File: src/rtl/fp_writeback_scheduler_if.sv
`default_nettype none
// ============================================================================
// Module      : fp_writeback_scheduler_if
// Description : Bundle of the writeback request bus, decode issue port,
//               flush, register-file write port and error flag of the FP
//               writeback scheduler.
//               master : requesters / decode / flush source (drives inputs)
//               slave  : the scheduler (drives grants, stall, RF port, error)
//   req_valid/req_ready/req_rd/req_data/req_64bit : per-unit writeback reqs
//   iss_*                                        : decode issue + hazard stall
//   flush                                        : clear all busy bits
//   rf_*                                         : register-file write port
//   err_misaligned                               : sticky odd-rd double flag
// Revision    : 1.0 - initial release
// ============================================================================
interface fp_writeback_scheduler_if #(
    parameter int NUM_REQ = 3
);
    logic [NUM_REQ-1:0]    req_valid;
    logic [NUM_REQ-1:0]    req_ready;
    logic [5*NUM_REQ-1:0]  req_rd;
    logic [64*NUM_REQ-1:0] req_data;
    logic [NUM_REQ-1:0]    req_64bit;

    logic                  iss_valid;
    logic [4:0]            iss_rd;
    logic                  iss_64bit;
    logic [4:0]            iss_ra;
    logic [4:0]            iss_rb;
    logic                  iss_a64;
    logic                  iss_b64;
    logic                  iss_stall;

    logic                  flush;

    logic                  rf_writeEnable;
    logic [4:0]            rf_rd;
    logic [63:0]           rf_busW;
    logic                  rf_64bit;
    logic                  err_misaligned;

    modport master (
        output req_valid, req_rd, req_data, req_64bit,
        output iss_valid, iss_rd, iss_64bit, iss_ra, iss_rb, iss_a64, iss_b64,
        output flush,
        input  req_ready, iss_stall,
        input  rf_writeEnable, rf_rd, rf_busW, rf_64bit, err_misaligned
    );

    modport slave (
        input  req_valid, req_rd, req_data, req_64bit,
        input  iss_valid, iss_rd, iss_64bit, iss_ra, iss_rb, iss_a64, iss_b64,
        input  flush,
        output req_ready, iss_stall,
        output rf_writeEnable, rf_rd, rf_busW, rf_64bit, err_misaligned
    );
endinterface
`default_nettype wire

File: src/rtl/fp_writeback_scheduler.sv
`default_nettype none
// ============================================================================
// Module      : fp_writeback_scheduler
// Description : Owns the single write port of the 32 x 32-bit FP register
//               file. Round-robin arbitrates NUM_REQ writeback requesters,
//               registers the winner onto the RF port one cycle later, and
//               keeps a per-register busy scoreboard that stalls decode on
//               RAW/WAW hazards.
// Ports       : clk   - clock, all state on rising edge
//               reset - asynchronous, active-low
//               bus   - fp_writeback_scheduler_if.slave (requests, issue,
//                       flush, RF write port, sticky misalignment error)
// Revision    : 1.0 - initial release
// ============================================================================
module fp_writeback_scheduler #(
    parameter int NUM_REQ = 3
) (
    input  logic                    clk,
    input  logic                    reset,
    fp_writeback_scheduler_if.slave bus
);
    localparam int PTR_W = (NUM_REQ > 1) ? $clog2(NUM_REQ) : 1;

    // Registers touched by an access: a double covers the aligned even/odd
    // pair regardless of the low bit of r.
    function automatic logic [31:0] reg_mask(input logic [4:0] r, input logic dbl);
        logic [31:0] m;
        m = 32'd0;
        if (dbl) begin
            m[{r[4:1], 1'b0}] = 1'b1;
            m[{r[4:1], 1'b1}] = 1'b1;
        end else begin
            m[r] = 1'b1;
        end
        return m;
    endfunction

    logic [4:0]  req_rd_arr   [NUM_REQ];
    logic [63:0] req_data_arr [NUM_REQ];

    for (genvar g = 0; g < NUM_REQ; g++) begin : g_unpack
        assign req_rd_arr[g]   = bus.req_rd[5*g +: 5];
        assign req_data_arr[g] = bus.req_data[64*g +: 64];
    end

    logic [PTR_W-1:0] rr_ptr_q, rr_ptr_d;
    logic [31:0]      busy_q, busy_d;
    logic             rf_we_q, rf_we_d;
    logic [4:0]       rf_rd_q, rf_rd_d;
    logic [63:0]      rf_busw_q, rf_busw_d;
    logic             rf_64_q, rf_64_d;
    logic             err_q, err_d;

    logic             grant_valid;
    logic [PTR_W-1:0] grant_idx;
    logic [NUM_REQ-1:0] ready;
    int               scan_idx;
    logic [4:0]       grant_rd;
    logic             grant_64;
    logic             iss_stall;
    logic             iss_accept;

    // Round-robin: scan upward from rr_ptr, wrapping; first valid wins.
    always_comb begin
        grant_valid = 1'b0;
        grant_idx   = '0;
        scan_idx    = 0;
        for (int k = 0; k < NUM_REQ; k++) begin
            scan_idx = (int'(rr_ptr_q) + k) % NUM_REQ;
            if (!grant_valid && bus.req_valid[scan_idx[PTR_W-1:0]]) begin
                grant_valid = 1'b1;
                grant_idx   = scan_idx[PTR_W-1:0];
            end
        end
    end

    always_comb begin
        ready = '0;
        if (grant_valid) begin
            ready[grant_idx] = 1'b1;
        end
    end

    assign grant_rd = req_rd_arr[grant_idx];
    assign grant_64 = bus.req_64bit[grant_idx];

    // Hazard check looks only at the registered scoreboard: a consumer of a
    // result issues no earlier than the cycle after the RF write.
    assign iss_stall  = bus.iss_valid &
                        (|(busy_q & (reg_mask(bus.iss_ra, bus.iss_a64) |
                                     reg_mask(bus.iss_rb, bus.iss_b64) |
                                     reg_mask(bus.iss_rd, bus.iss_64bit))));
    assign iss_accept = bus.iss_valid & ~iss_stall & ~bus.flush;

    always_comb begin
        rr_ptr_d  = rr_ptr_q;
        rf_we_d   = grant_valid;
        rf_rd_d   = rf_rd_q;
        rf_busw_d = rf_busw_q;
        rf_64_d   = rf_64_q;
        err_d     = err_q;
        busy_d    = busy_q;

        if (grant_valid) begin
            rr_ptr_d  = (grant_idx == PTR_W'(NUM_REQ - 1)) ? '0 : grant_idx + PTR_W'(1);
            rf_rd_d   = grant_64 ? {grant_rd[4:1], 1'b0} : grant_rd;
            rf_busw_d = req_data_arr[grant_idx];
            rf_64_d   = grant_64;
            if (grant_64 && grant_rd[0]) begin
                err_d = 1'b1;
            end
        end

        if (iss_accept && bus.iss_64bit && bus.iss_rd[0]) begin
            err_d = 1'b1;
        end

        // Clear and set never overlap on one register (the WAW stall
        // prevents it), so applying clear first then set is safe.
        if (rf_we_q) begin
            busy_d = busy_d & ~reg_mask(rf_rd_q, rf_64_q);
        end
        if (iss_accept) begin
            busy_d = busy_d | reg_mask(bus.iss_rd, bus.iss_64bit);
        end
        if (bus.flush) begin
            busy_d = '0;
        end
    end

    always_ff @(posedge clk or negedge reset) begin
        if (!reset) begin
            rr_ptr_q  <= '0;
            busy_q    <= '0;
            rf_we_q   <= 1'b0;
            rf_rd_q   <= '0;
            rf_busw_q <= '0;
            rf_64_q   <= 1'b0;
            err_q     <= 1'b0;
        end else begin
            rr_ptr_q  <= rr_ptr_d;
            busy_q    <= busy_d;
            rf_we_q   <= rf_we_d;
            rf_rd_q   <= rf_rd_d;
            rf_busw_q <= rf_busw_d;
            rf_64_q   <= rf_64_d;
            err_q     <= err_d;
        end
    end

    assign bus.req_ready      = ready;
    assign bus.iss_stall      = iss_stall;
    assign bus.rf_writeEnable = rf_we_q;
    assign bus.rf_rd          = rf_rd_q;
    assign bus.rf_busW        = rf_busw_q;
    assign bus.rf_64bit       = rf_64_q;
    assign bus.err_misaligned = err_q;

endmodule
`default_nettype wire
File: src/flat_wrapper.sv
// flat-port wrapper written by rule: the top's interface ports become plain ports
module fp_writeback_scheduler_flat 
#(
    parameter int NUM_REQ = 3
)
  (clk, reset, bus_req_valid, bus_req_rd, bus_req_data, bus_req_64bit, bus_iss_valid, bus_iss_rd, bus_iss_64bit, bus_iss_ra, bus_iss_rb, bus_iss_a64, bus_iss_b64, bus_flush, bus_req_ready, bus_iss_stall, bus_rf_writeEnable, bus_rf_rd, bus_rf_busW, bus_rf_64bit, bus_err_misaligned);
  fp_writeback_scheduler_if #(.NUM_REQ(NUM_REQ)) bus_i ();
  input  logic clk;
  input  logic reset;
  input wire logic [$bits(bus_i.req_valid)-1:0] bus_req_valid;
  input wire logic [$bits(bus_i.req_rd)-1:0] bus_req_rd;
  input wire logic [$bits(bus_i.req_data)-1:0] bus_req_data;
  input wire logic [$bits(bus_i.req_64bit)-1:0] bus_req_64bit;
  input wire logic [$bits(bus_i.iss_valid)-1:0] bus_iss_valid;
  input wire logic [$bits(bus_i.iss_rd)-1:0] bus_iss_rd;
  input wire logic [$bits(bus_i.iss_64bit)-1:0] bus_iss_64bit;
  input wire logic [$bits(bus_i.iss_ra)-1:0] bus_iss_ra;
  input wire logic [$bits(bus_i.iss_rb)-1:0] bus_iss_rb;
  input wire logic [$bits(bus_i.iss_a64)-1:0] bus_iss_a64;
  input wire logic [$bits(bus_i.iss_b64)-1:0] bus_iss_b64;
  input wire logic [$bits(bus_i.flush)-1:0] bus_flush;
  output wire logic [$bits(bus_i.req_ready)-1:0] bus_req_ready;
  output wire logic [$bits(bus_i.iss_stall)-1:0] bus_iss_stall;
  output wire logic [$bits(bus_i.rf_writeEnable)-1:0] bus_rf_writeEnable;
  output wire logic [$bits(bus_i.rf_rd)-1:0] bus_rf_rd;
  output wire logic [$bits(bus_i.rf_busW)-1:0] bus_rf_busW;
  output wire logic [$bits(bus_i.rf_64bit)-1:0] bus_rf_64bit;
  output wire logic [$bits(bus_i.err_misaligned)-1:0] bus_err_misaligned;
  assign bus_i.req_valid = bus_req_valid;
  assign bus_i.req_rd = bus_req_rd;
  assign bus_i.req_data = bus_req_data;
  assign bus_i.req_64bit = bus_req_64bit;
  assign bus_i.iss_valid = bus_iss_valid;
  assign bus_i.iss_rd = bus_iss_rd;
  assign bus_i.iss_64bit = bus_iss_64bit;
  assign bus_i.iss_ra = bus_iss_ra;
  assign bus_i.iss_rb = bus_iss_rb;
  assign bus_i.iss_a64 = bus_iss_a64;
  assign bus_i.iss_b64 = bus_iss_b64;
  assign bus_i.flush = bus_flush;
  assign bus_req_ready = bus_i.req_ready;
  assign bus_iss_stall = bus_i.iss_stall;
  assign bus_rf_writeEnable = bus_i.rf_writeEnable;
  assign bus_rf_rd = bus_i.rf_rd;
  assign bus_rf_busW = bus_i.rf_busW;
  assign bus_rf_64bit = bus_i.rf_64bit;
  assign bus_err_misaligned = bus_i.err_misaligned;
  fp_writeback_scheduler #(.NUM_REQ(NUM_REQ)) u_core (.clk(clk), .reset(reset), .bus(bus_i));
endmodule
File: config.mk
export PLATFORM = sky130hd
export DESIGN_NAME = fp_writeback_scheduler_flat
export DESIGN_NICKNAME = d
export VERILOG_FILES = /design/src/rtl/fp_writeback_scheduler_if.sv /design/src/rtl/fp_writeback_scheduler.sv /design/src/flat_wrapper.sv
export SDC_FILE = /design/constraint.sdc
export NUM_CORES = 1
export LEC_CHECK = 0
export ABC_AREA = 1
export CORE_ASPECT_RATIO = 0.8
export CORE_MARGIN = 5
export CORE_UTILIZATION = 42
export DETAILED_ROUTE_END_ITERATION = 6
export PLACE_DENSITY = 0.8
export SLEW_MARGIN = 25
export SYNTH_ARGS = -nofsm -noshare
export SYNTH_HDL_FRONTEND = slang
export SYNTH_SLANG_ARGS = --single-unit
export TNS_END_PERCENT = 10
File: constraint.sdc
create_clock -name clk -period 3.03 [get_ports clk]
set_clock_uncertainty 0.05 [all_clocks]
set_input_delay 0.606 -clock clk [delete_from_list [all_inputs] [get_ports clk]]
set_output_delay 0.606 -clock clk [all_outputs]
set_load 0.01 [all_outputs]
Word level (Yosys, flattened, before mapping)
Index checks and enable logic that the tools add are counted.

word-level totals
  register bits after elaboration = 106

cells by class
  mux-type cells = 61
  bitwise gates (word level) = 16
  add/subtract/negate cells = 3
  reduce and logical (&&, ||, !) cells = 24
  magnitude comparators = 30
  divide/modulo/power cells = 3
  equality and inequality tests = 1

operators with widths
  operator                                                                             count
  32-bit two-way mux                                                                   9
  64-bit binary-select mux with 2-bit select                                           1
  64-bit two-way mux                                                                   2
  31-bit by 32-bit OR with 32-bit output                                               4
  32-bit OR                                                                            3
  5-bit by 6-bit less-than comparator with 1-bit output, second input constant         12
  32-bit bitwise AND                                                                   2
  32-bit by 3-bit modulo with 32-bit output, second input constant                     2
  5-bit by 1-bit greater-or-equal comparator with 1-bit output, second input constant  12
  1-bit demux with 4-bit select                                                        8
  3-bit by 3-bit modulo with 32-bit output, second input constant                      1
  32-bit NOT                                                                           1
  32-bit OR reduction                                                                  1
  1-bit two-way mux                                                                    24
  1-bit demux with 5-bit select                                                        4
  1-bit logical AND                                                                    18
  2-bit by 3-bit less-than comparator with 1-bit output, second input constant         4
  5-bit binary-select mux with 2-bit select                                            1
  5-bit two-way mux                                                                    2
  1-bit binary-select mux with 2-bit select                                            4
  2-bit two-way mux                                                                    4
  2-bit nonzero test                                                                   2
  2-bit by 1-bit adder with 3-bit output, second input constant                        1
  2-bit by 2-bit adder with 3-bit output, second input constant                        1
  other kinds (11)                                                                     15

Longest topological paths before layout
Gate-level depths: netlist of the first run.

  depth after elaboration = 18
  mapped depth = 16
  gate-level depth less buffers = 16

Least setup slack after synthesis of the first run
Ideal clock, no wire load.

  kind = input to output
  from = in bus_iss_a64
  to = out bus_iss_stall
  arrival = 1,950 ps
  setup slack = 424 ps
  cell stages on the path = 12
  cells stage by stage = inv_1 nand2_1 clkbuf_1 nand3_1 nand3_1 nand2_1 nand2_1 nor2_1 nand2_1 nor2_8 buf_6 a21oi_1

between the ends
  word-level cells in the longest chain between the ends = 6

RTL lines
  what                 RTL line                      RTL
  from (decl)          flat_wrapper.sv:19            input wire logic [$bits(bus_i.iss_a64)-1:0] bus_iss_a64;
  32-bit two-way mux   fp_writeback_scheduler.sv:29  if (dbl) begin
  32-bit OR            fp_writeback_scheduler.sv:90  (|(busy_q & (reg_mask(bus.iss_ra, bus.iss_a64) |
  32-bit OR            fp_writeback_scheduler.sv:91  reg_mask(bus.iss_rb, bus.iss_b64) |
  32-bit bitwise AND   fp_writeback_scheduler.sv:90
  32-bit OR reduction  fp_writeback_scheduler.sv:90
  1-bit bitwise AND    fp_writeback_scheduler.sv:89  assign iss_stall = bus.iss_valid &
  to (decl)            flat_wrapper.sv:23            output wire logic [$bits(bus_i.iss_stall)-1:0] bus_iss_stall;

Every way passes these cells.

Worst setup path in the final report of the first run
  from = in bus_req_valid[1]
  to = out bus_req_ready[0]

between the ends
  word-level cells in the longest chain between the ends = 14
  elaborated cells between the ends (all ways) = 22
  classes of those cells = 2 x order compare; 15 x mux; 5 x reduce/logical

RTL lines
  what                                                                                                                                                         RTL line                      RTL
  from (decl)                                                                                                                                                  flat_wrapper.sv:10            input wire logic [$bits(bus_i.req_valid)-1:0] bus_req_valid;
  1-bit binary-select mux with 2-bit select                                                                                                                    fp_writeback_scheduler.sv:70  if (!grant_valid && bus.req_valid[scan_idx[PTR_W-1:0]]) begin
  1-bit two-way mux (implied by the code)                                                                                                                      fp_writeback_scheduler.sv:70
  1-bit two-way mux                                                                                                                                            fp_writeback_scheduler.sv:70
  1-bit logical NOT                                                                                                                                            fp_writeback_scheduler.sv:70
  1-bit logical AND                                                                                                                                            fp_writeback_scheduler.sv:70
  1-bit two-way mux                                                                                                                                            fp_writeback_scheduler.sv:70
  1-bit logical NOT                                                                                                                                            fp_writeback_scheduler.sv:70
  1-bit logical AND                                                                                                                                            fp_writeback_scheduler.sv:70
  2-bit two-way mux                                                                                                                                            fp_writeback_scheduler.sv:70
  2-bit by 3-bit less-than comparator with 1-bit output (implied by the code) or 2-bit by 1-bit greater-or-equal comparator with 1-bit output (tied branches)  fp_writeback_scheduler.sv:80  ready[grant_idx] = 1'b1;
  1-bit logical AND (implied by the code)                                                                                                                      fp_writeback_scheduler.sv:80
  1-bit two-way mux (implied by the code)                                                                                                                      fp_writeback_scheduler.sv:80
  1-bit demux with 2-bit select                                                                                                                                n/a
  3-bit two-way mux *                                                                                                                                          fp_writeback_scheduler.sv:79  if (grant_valid) begin
  to (decl)                                                                                                                                                    flat_wrapper.sv:22            output wire logic [$bits(bus_i.req_ready)-1:0] bus_req_ready;

Every way passes the cells marked *; elsewhere a longest branch is shown, timed or not. The select of a mux whose other input is x is not followed.

==> results.json, run 1 <==
{
  "outcome": "finished clean",
  "total_power_w": 0.01098,
  "max_slew_margin_pct": 48.85,
  "r2r_end": "u_core.bus.rf_busW[57]",
  "antenna_found_initial": 0,
  "synth_cells": 1093,
  "routabilityCongestion": 0.9831,
  "clockBufferDepth": 2,
  "synth-seq-area-share_pct": 37.42,
  "clk_pin_slew_worst_paths_ps": 70,
  "path_class": "in2out",
  "reg2regPathDepth": 15,
  "startpoint_type": "primary input",
  "wl_mm": 31.33,
  "netlist_area_mm2": 0.007088,
  "finalCriticalPeriod_ps": 3022,
  "die_y_um": 126.2,
  "cts_tree": "yes",
  "max_freq_mhz": 330.9,
  "clock_power_share_pct": 11.2,
  "cp_max_fo": 3,
  "layout.nets": 1701,
  "cp_data_arrival_time_ps": 2370,
  "syn_nets": 1330,
  "hold_viol": 0,
  "power.switching_w": 0.005300,
  "row_count": 42,
  "reg2reg_from": "u_core.rr_ptr_q[0]",
  "finalSetupTns_ps": 0,
  "grt_first_pass_wirelength_mm": 46.69,
  "diodes": 0,
  "design.die.area_mm2": 0.01959,
  "clk_latency_ps": 350,
  "endpoint_kind": "primary output",
  "pin_count": 311,
  "drc": 0,
  "grt_pass1_vias": 8734,
  "powerDensity_mw_per_mm2": 947.3,
  "setup_viol": 0,
  "cts_inserted_buffers": 9,
  "post-route-period-util_pct": 99.75,
  "wire_per_inst_um": 18.55,
  "drtPass1Iterations": 6,
  "slew_violations": 0,
  "synth_seq_cells": 106,
  "cts-root-buf": "clkbuf_16",
  "leakage_nw": 5.498,
  "place_worst_setup_slack_ps": -654.2,
  "dpl.hpwl_mm": 24.45,
  "crit_required_ps": 2370,
  "p_sw_share_pct": 48.28,
  "fin_util_pct": 69.99,
  "cap_violations": 0,
  "io_buffers": 310,
  "power_frac_comb_pct": 66.8,
  "p_seq_share_pct": 22.1,
  "hp-class": "in2async",
  "grt_max_degree": 68,
  "grt.overflow.total": 0,
  "initial_utilization_pct": 42.82,
  "yosys_warnings": 0,
  "drive_above_1_share_pct": 16.00,
  "hold_slack_ps": 221.3,
  "worst_pin_slew_ps": 767.3,
  "timing.final.ws_setup_ps": 7.546,
  "r2r_slack_ps": 220,
  "fillCellCount": 1432,
  "design.core.area_mm2": 0.01655,
  "startpoint": "bus_req_valid[1]",
  "post_synth_num_cell_types": 29,
  "cts_max_level": 3,
  "ir_worst_vdd_mv": 1.250,
  "clock-sinks": 106,
  "rsz0062_at_grt": "yes",
  "chipWidth_um": 155.2,
  "internal_power_w": 0.005676,
  "area_growth_pct": 63.46,
  "viasPerCell": 5.312,
  "drt_iter0_drc": 741,
  "ant_nets": 0,
  "routed-via-count": 8972,
  "synth_area_per_cell_um2": 6.485,
  "grt_usage_pct": 30.21
}
==> layer usage <==
metal	track usage, %	part of all wire (%)	vias to the layer above
li1	-	-	4287
met1	38.98	39	4136
met2	50.09	48	460
met3	6.310	8.9	89
met4	11.27	4.1	0
met5	0	0	-
==> cells in the mapped netlist (all sizes together) <==
cell / n / area (µm²)
or2: 1 / 6.260
nand4: 101 / 631.9
inv: 99 / 371.6
dfrtp: 106 / 2653
a21oi: 46 / 264.0
o211ai: 3 / 22.52
o21ai: 42 / 210.2
nor3: 2 / 10.01
ha: 2 / 25.02
nor2: 130 / 528.0
nand2: 437 / 1660
o31ai: 1 / 12.51
and3: 1 / 6.260
o2111ai: 3 / 26.28
nand3: 71 / 400.4
buf: 26 / 170.2
clkbuf: 21 / 78.83
a21boi: 1 / 11.26
==> worst max-delay path, stage by stage <==
cell             delay (ps)
clkdlybuf4s50_1         480
inv_1                    80
a21oi_2                 190
nand2_1                  70
nand2_1                  70
nor2_2                   50
buf_4                   120
nand2_1                  90
nand3_4                  80
buf_4                   140
inv_2                    70
nand3_2                  80
inv_2                   110
buf_12                  120
==> through the flow <==
| step | cells | cell area [µm²] |
|---|---|---|
| final | 1689 | 11590 |
| after global routing | 1689 | 11590 |
| after CTS | 1683 | 11310 |
| after detailed placement | 1667 | 10940 |
| after global placement | 1667 | 10940 |
| after floorplan | 1093 | 7088 |
==> worst max path at each step <==
| stage | endpoint | slack (ps) | depth (start not counted) |
|---|---|---|---|
| CTS | bus_iss_stall | -170 | 15 |
| global route | bus_req_ready[0] | -90 | 14 |
| detailed placement | bus_iss_stall | -650 | 12 |
| floorplan | bus_iss_stall | 420 | 12 |
| finish | bus_req_ready[0] | 8 | 14 |
| global placement | bus_iss_stall | -630 | 12 |
==> registers in the layout, summed over array words and instances, names as in the netlist <==
register	cells
u_core.bus.rf_writeEnable	1
u_core.rr_ptr_q	2
u_core.busy_q	32
u_core.bus.err_misaligned	1
u_core.bus.rf_64bit	1
u_core.bus.rf_rd	5
u_core.bus.rf_busW	64
==> final cells by class <==
| class | count | area (µm²) | area share (%) |
|---|---|---|---|
| clock buffer | 9 | 225.2 | 1.944 |
| tap | 220 | 275.3 | 2.376 |
| inverter | 99 | 374.1 | 3.229 |
| sequential | 106 | 2653 | 22.89 |
| multi-input combinational | 841 | 4088 | 35.28 |
| timing repair buffer | 407 | 3887 | 33.55 |
| clock inverter | 7 | 83.83 | 0.7235 |
==> cells in the final DEF (no fill, tap or decap), types with 2 or more instances in the layout <==
master / instances
inv_1: 75
buf_12: 3
clkdlybuf4s50_1: 286
o21ai_1: 4
dlymetal6s2s_1: 11
clkbuf_16: 9
buf_6: 6
buf_4: 91
nor2_8: 2
nand3_1: 56
nand3_2: 13
a21oi_2: 12
o2111ai_1: 3
nand3_4: 2
nand4_1: 101
dfrtp_1: 106
clkbuf_2: 4
clkdlybuf4s15_1: 3
nand2_2: 18
ha_4: 2
nor3_1: 2
nand2_1: 414
o211ai_1: 3
nand2_4: 5
nor2_1: 96
inv_6: 2
a21oi_1: 33
clkinv_4: 2
nor2_2: 27
nor2_4: 5
inv_2: 23
dlygate4sd2_1: 3
o21ai_0: 37
==> cell families after synthesis <==
kind of cell	Yosys count	synth area share (%)
adders and majority gates	2	0.3530
buffers and inverters	146	8.756
DFF	106	37.42
and+or+nand+nor	743	45.75
AOI/OAI and AO/OA	96	7.714
==> power groups by stage <==
stage	clock [W]	sequential, W	combinational [W]
after floorplan	0	0.00257	0.00361
after global placement	0	0.00240	0.00693
after detailed placement	0	0.00242	0.00707
after CTS	0.00125	0.00241	0.00711
after global routing	0.00131	0.00248	0.00801
final	0.00123	0.00242	0.00733
==> what timing repair did <==
action | in CTS | in global routing
endpoints found under the setup margin | 4 | 4
gates resized for setup | 34 | 92
pin swaps | 2 | 20
buffers inserted | 0 | 8
hold buffers | 0 | 0
Power figures use the tool's default switching activity.
==> run 2: changes to the inputs <==
==> constraint.sdc (replaced) <==
create_clock -name clk -period 3.03 [get_ports clk]
set_clock_uncertainty 0.05 [all_clocks]
set_input_delay 0.7575 -clock clk [delete_from_list [all_inputs] [get_ports clk]]
set_output_delay 0.7575 -clock clk [all_outputs]
set_load 0.01 [all_outputs]
==> run 2 against run 1 <==
Sequential share of layout area fell by 1.3 points; die area unchanged; non-clock buffer count up 26; worst setup slack gained 38 ps; global-route usage grew 2.4 points; critical endpoint is now bus_iss_stall; design area increased by 6.2%; first-iteration DRC count is 2.3% lower; clock power about the same; power up 4.9%; utilization up 4.3 points; wire length up 5.5%.
==> results.json, run 2 (synthesized netlist as in run 1, its figures left out) <==
{
  "r2r_end": "u_core.bus.rf_busW[23]",
  "chipWidth_um": 155.2,
  "wl_mm": 33.05,
  "hold_buffers": 0,
  "endpoint_kind": "primary output",
  "outcome": "finished clean",
  "grt.overflow.total": 0,
  "drive_above_1_share_pct": 23.01,
  "cts_tree": "yes",
  "path_class": "in2out",
  "diodes": 0,
  "max_slew_margin_pct": 46.95,
  "row_count": 42,
  "cts-root-buf": "clkbuf_16",
  "area_growth_pct": 73.61,
  "drt_iter0_drc": 724,
  "reg2reg_from": "u_core.rr_ptr_q[0]",
  "p_sw_share_pct": 48.10,
  "grt_usage_pct": 32.61,
  "power.switching_w": 0.005537,
  "clock-sinks": 106,
  "clk_latency_ps": 370,
  "leakage_nw": 5.677,
  "clock_power_share_pct": 10.7,
  "drc": 0,
  "io_buffers": 310,
  "place_worst_setup_slack_ps": -985.3,
  "crit_required_ps": 2220,
  "timing.final.ws_setup_ps": 46.01,
  "grt_max_degree": 69,
  "clk_pin_slew_worst_paths_ps": 70,
  "power_frac_comb_pct": 68.4,
  "r2r_slack_ps": 220,
  "dpl.hpwl_mm": 24.76,
  "worst_path_max_delay_cell": "clkbuf_4",
  "design.core.area_mm2": 0.01655,
  "stdcell_count": 1715,
  "cp_max_fo": 4,
  "ir_worst_vdd_mv": 1.043,
  "cts_inserted_buffers": 9,
  "final_common_cell": "nand2_1",
  "p_seq_share_pct": 20.9,
  "worst_pin_slew_ps": 795.8,
  "routabilityCongestion": 1.022,
  "initial_utilization_pct": 42.82,
  "grt_first_pass_wirelength_mm": 50.14,
  "post-route-period-util_pct": 98.48,
  "clockBufferDepth": 2,
  "cp_data_arrival_time_ps": 2180,
  "pin_count": 311,
  "antenna_found_initial": 0,
  "cap_violations": 0,
  "reg2regPathDepth": 14,
  "finalCriticalPeriod_ps": 2984,
  "largest_reg_flops": 64,
  "final_cell_mix": "nand2_1, clkdlybuf4s50_1, buf_4, dfrtp_1, nand4_1",
  "max_freq_mhz": 335.1,
  "design.die.area_mm2": 0.01959,
  "drtPass1Iterations": 6,
  "grt_pass1_vias": 9136,
  "powerDensity_mw_per_mm2": 935.5,
  "internal_power_w": 0.005974,
  "wire_per_inst_um": 19.27,
  "hp-class": "in2async",
  "ant_nets": 0,
  "hold_viol": 0,
  "die_y_um": 126.2,
  "slew_violations": 0,
  "cts_max_level": 3,
  "crit_top_cell": "nor2_2",
  "viasPerCell": 5.322,
  "total_power_w": 0.01151,
  "path_cells": "clkbuf_4, buf_6, nand3_4, nor2_2, nor2_2, nand3_1, nand2_1, nand2_1, nor2_2, nand2_2, nor2_8, a21oi_4, buf_6",
  "startpoint_type": "primary input",
  "fin_util_pct": 74.34,
  "setup_viol": 0,
  "hold_slack_ps": 274.7,
  "max_stage_delay_ps": 160,
  "layout.nets": 1727,
  "routed-via-count": 9127,
  "dp_cells": 1672
}
[run 2: per-stage QoR]
| step | TNS [ps] | instance area [µm²] |
|---|---|---|
| after floorplan | 0 | 7088 |
| after global placement | -24800 | 10960 |
| after detailed placement | -30400 | 10960 |
| after CTS | -9.977 | 11840 |
| after global routing | -80.74 | 12310 |
| final | 0 | 12310 |
[run 2: repair_timing]
item | 4_1_cts | 5_1_grt
cloned | 2 | 0
setup buffers | 15 | 12
resized for setup | 224 | 124
pin swaps | 35 | 44
endpoints found under the setup margin | 6 | 70
[run 2: worst max-delay path by stage]
stage	start	endpoint	slack (ps)	cells past startpoint
finish	bus_iss_rd[2]	bus_iss_stall	50	13
detailed placement	bus_iss_rb[2]	bus_iss_stall	-990	12
CTS	bus_iss_a64	bus_iss_stall	-10	14
global placement	bus_iss_rb[2]	bus_iss_stall	-1010	12
floorplan	bus_iss_a64	bus_iss_stall	120	12
global route	u_core.rr_ptr_q[0]	bus_req_ready[0]	-30	13
[run 2: area by class of cell]
type                       count  area, µm²
sequential                   106       2653
timing repair buffer         433       4158
inverter                      99      406.6
fill                        1326       4248
clock inverter                 6      71.32
tap                          220      275.3
multi-input combinational    841       4513
clock buffer                  10      229.0
[run 2: routing by layer]
metal,up-vias,track usage [%],part of all wire (%),wire [µm]
met5,-,0,0,0
met4,0,12.30,3.9,1294
met2,446,54.08,48,15900
met1,4241,41.41,40,13130
li1,4361,-,-,-
met3,79,7.750,8.2,2725
[run 2: power by group through the flow]
| stage | clock network, W | registers, W | logic [W] |
|---|---|---|---|
| after floorplan | 0 | 0.00257 | 0.00361 |
| after global placement | 0 | 0.00240 | 0.00687 |
| after detailed placement | 0 | 0.00241 | 0.00694 |
| after CTS | 0.00124 | 0.00239 | 0.00758 |
| after global routing | 0.00130 | 0.00247 | 0.00860 |
| final | 0.00123 | 0.00241 | 0.00788 |
[run 2: critical path: cells and delay by family]
family | cells | cell delay [ps]
buffers and inverters | 3 | 420
and+or+nand+nor | 9 | 930
AOI/OAI and AO/OA | 1 | 60
==> run 3: changes to the inputs <==
--- a/config.mk
+++ b/config.mk
@@ -6,6 +6,7 @@
 export NUM_CORES = 1
 export LEC_CHECK = 0
 export ABC_AREA = 1
+export ABC_CLOCK_PERIOD_IN_PS = 3030
 export CORE_ASPECT_RATIO = 0.8
 export CORE_MARGIN = 5
 export CORE_UTILIZATION = 42
==> results of run 3 <==
Same layout as run 2: the final DEF is identical, and so are final timing and power.
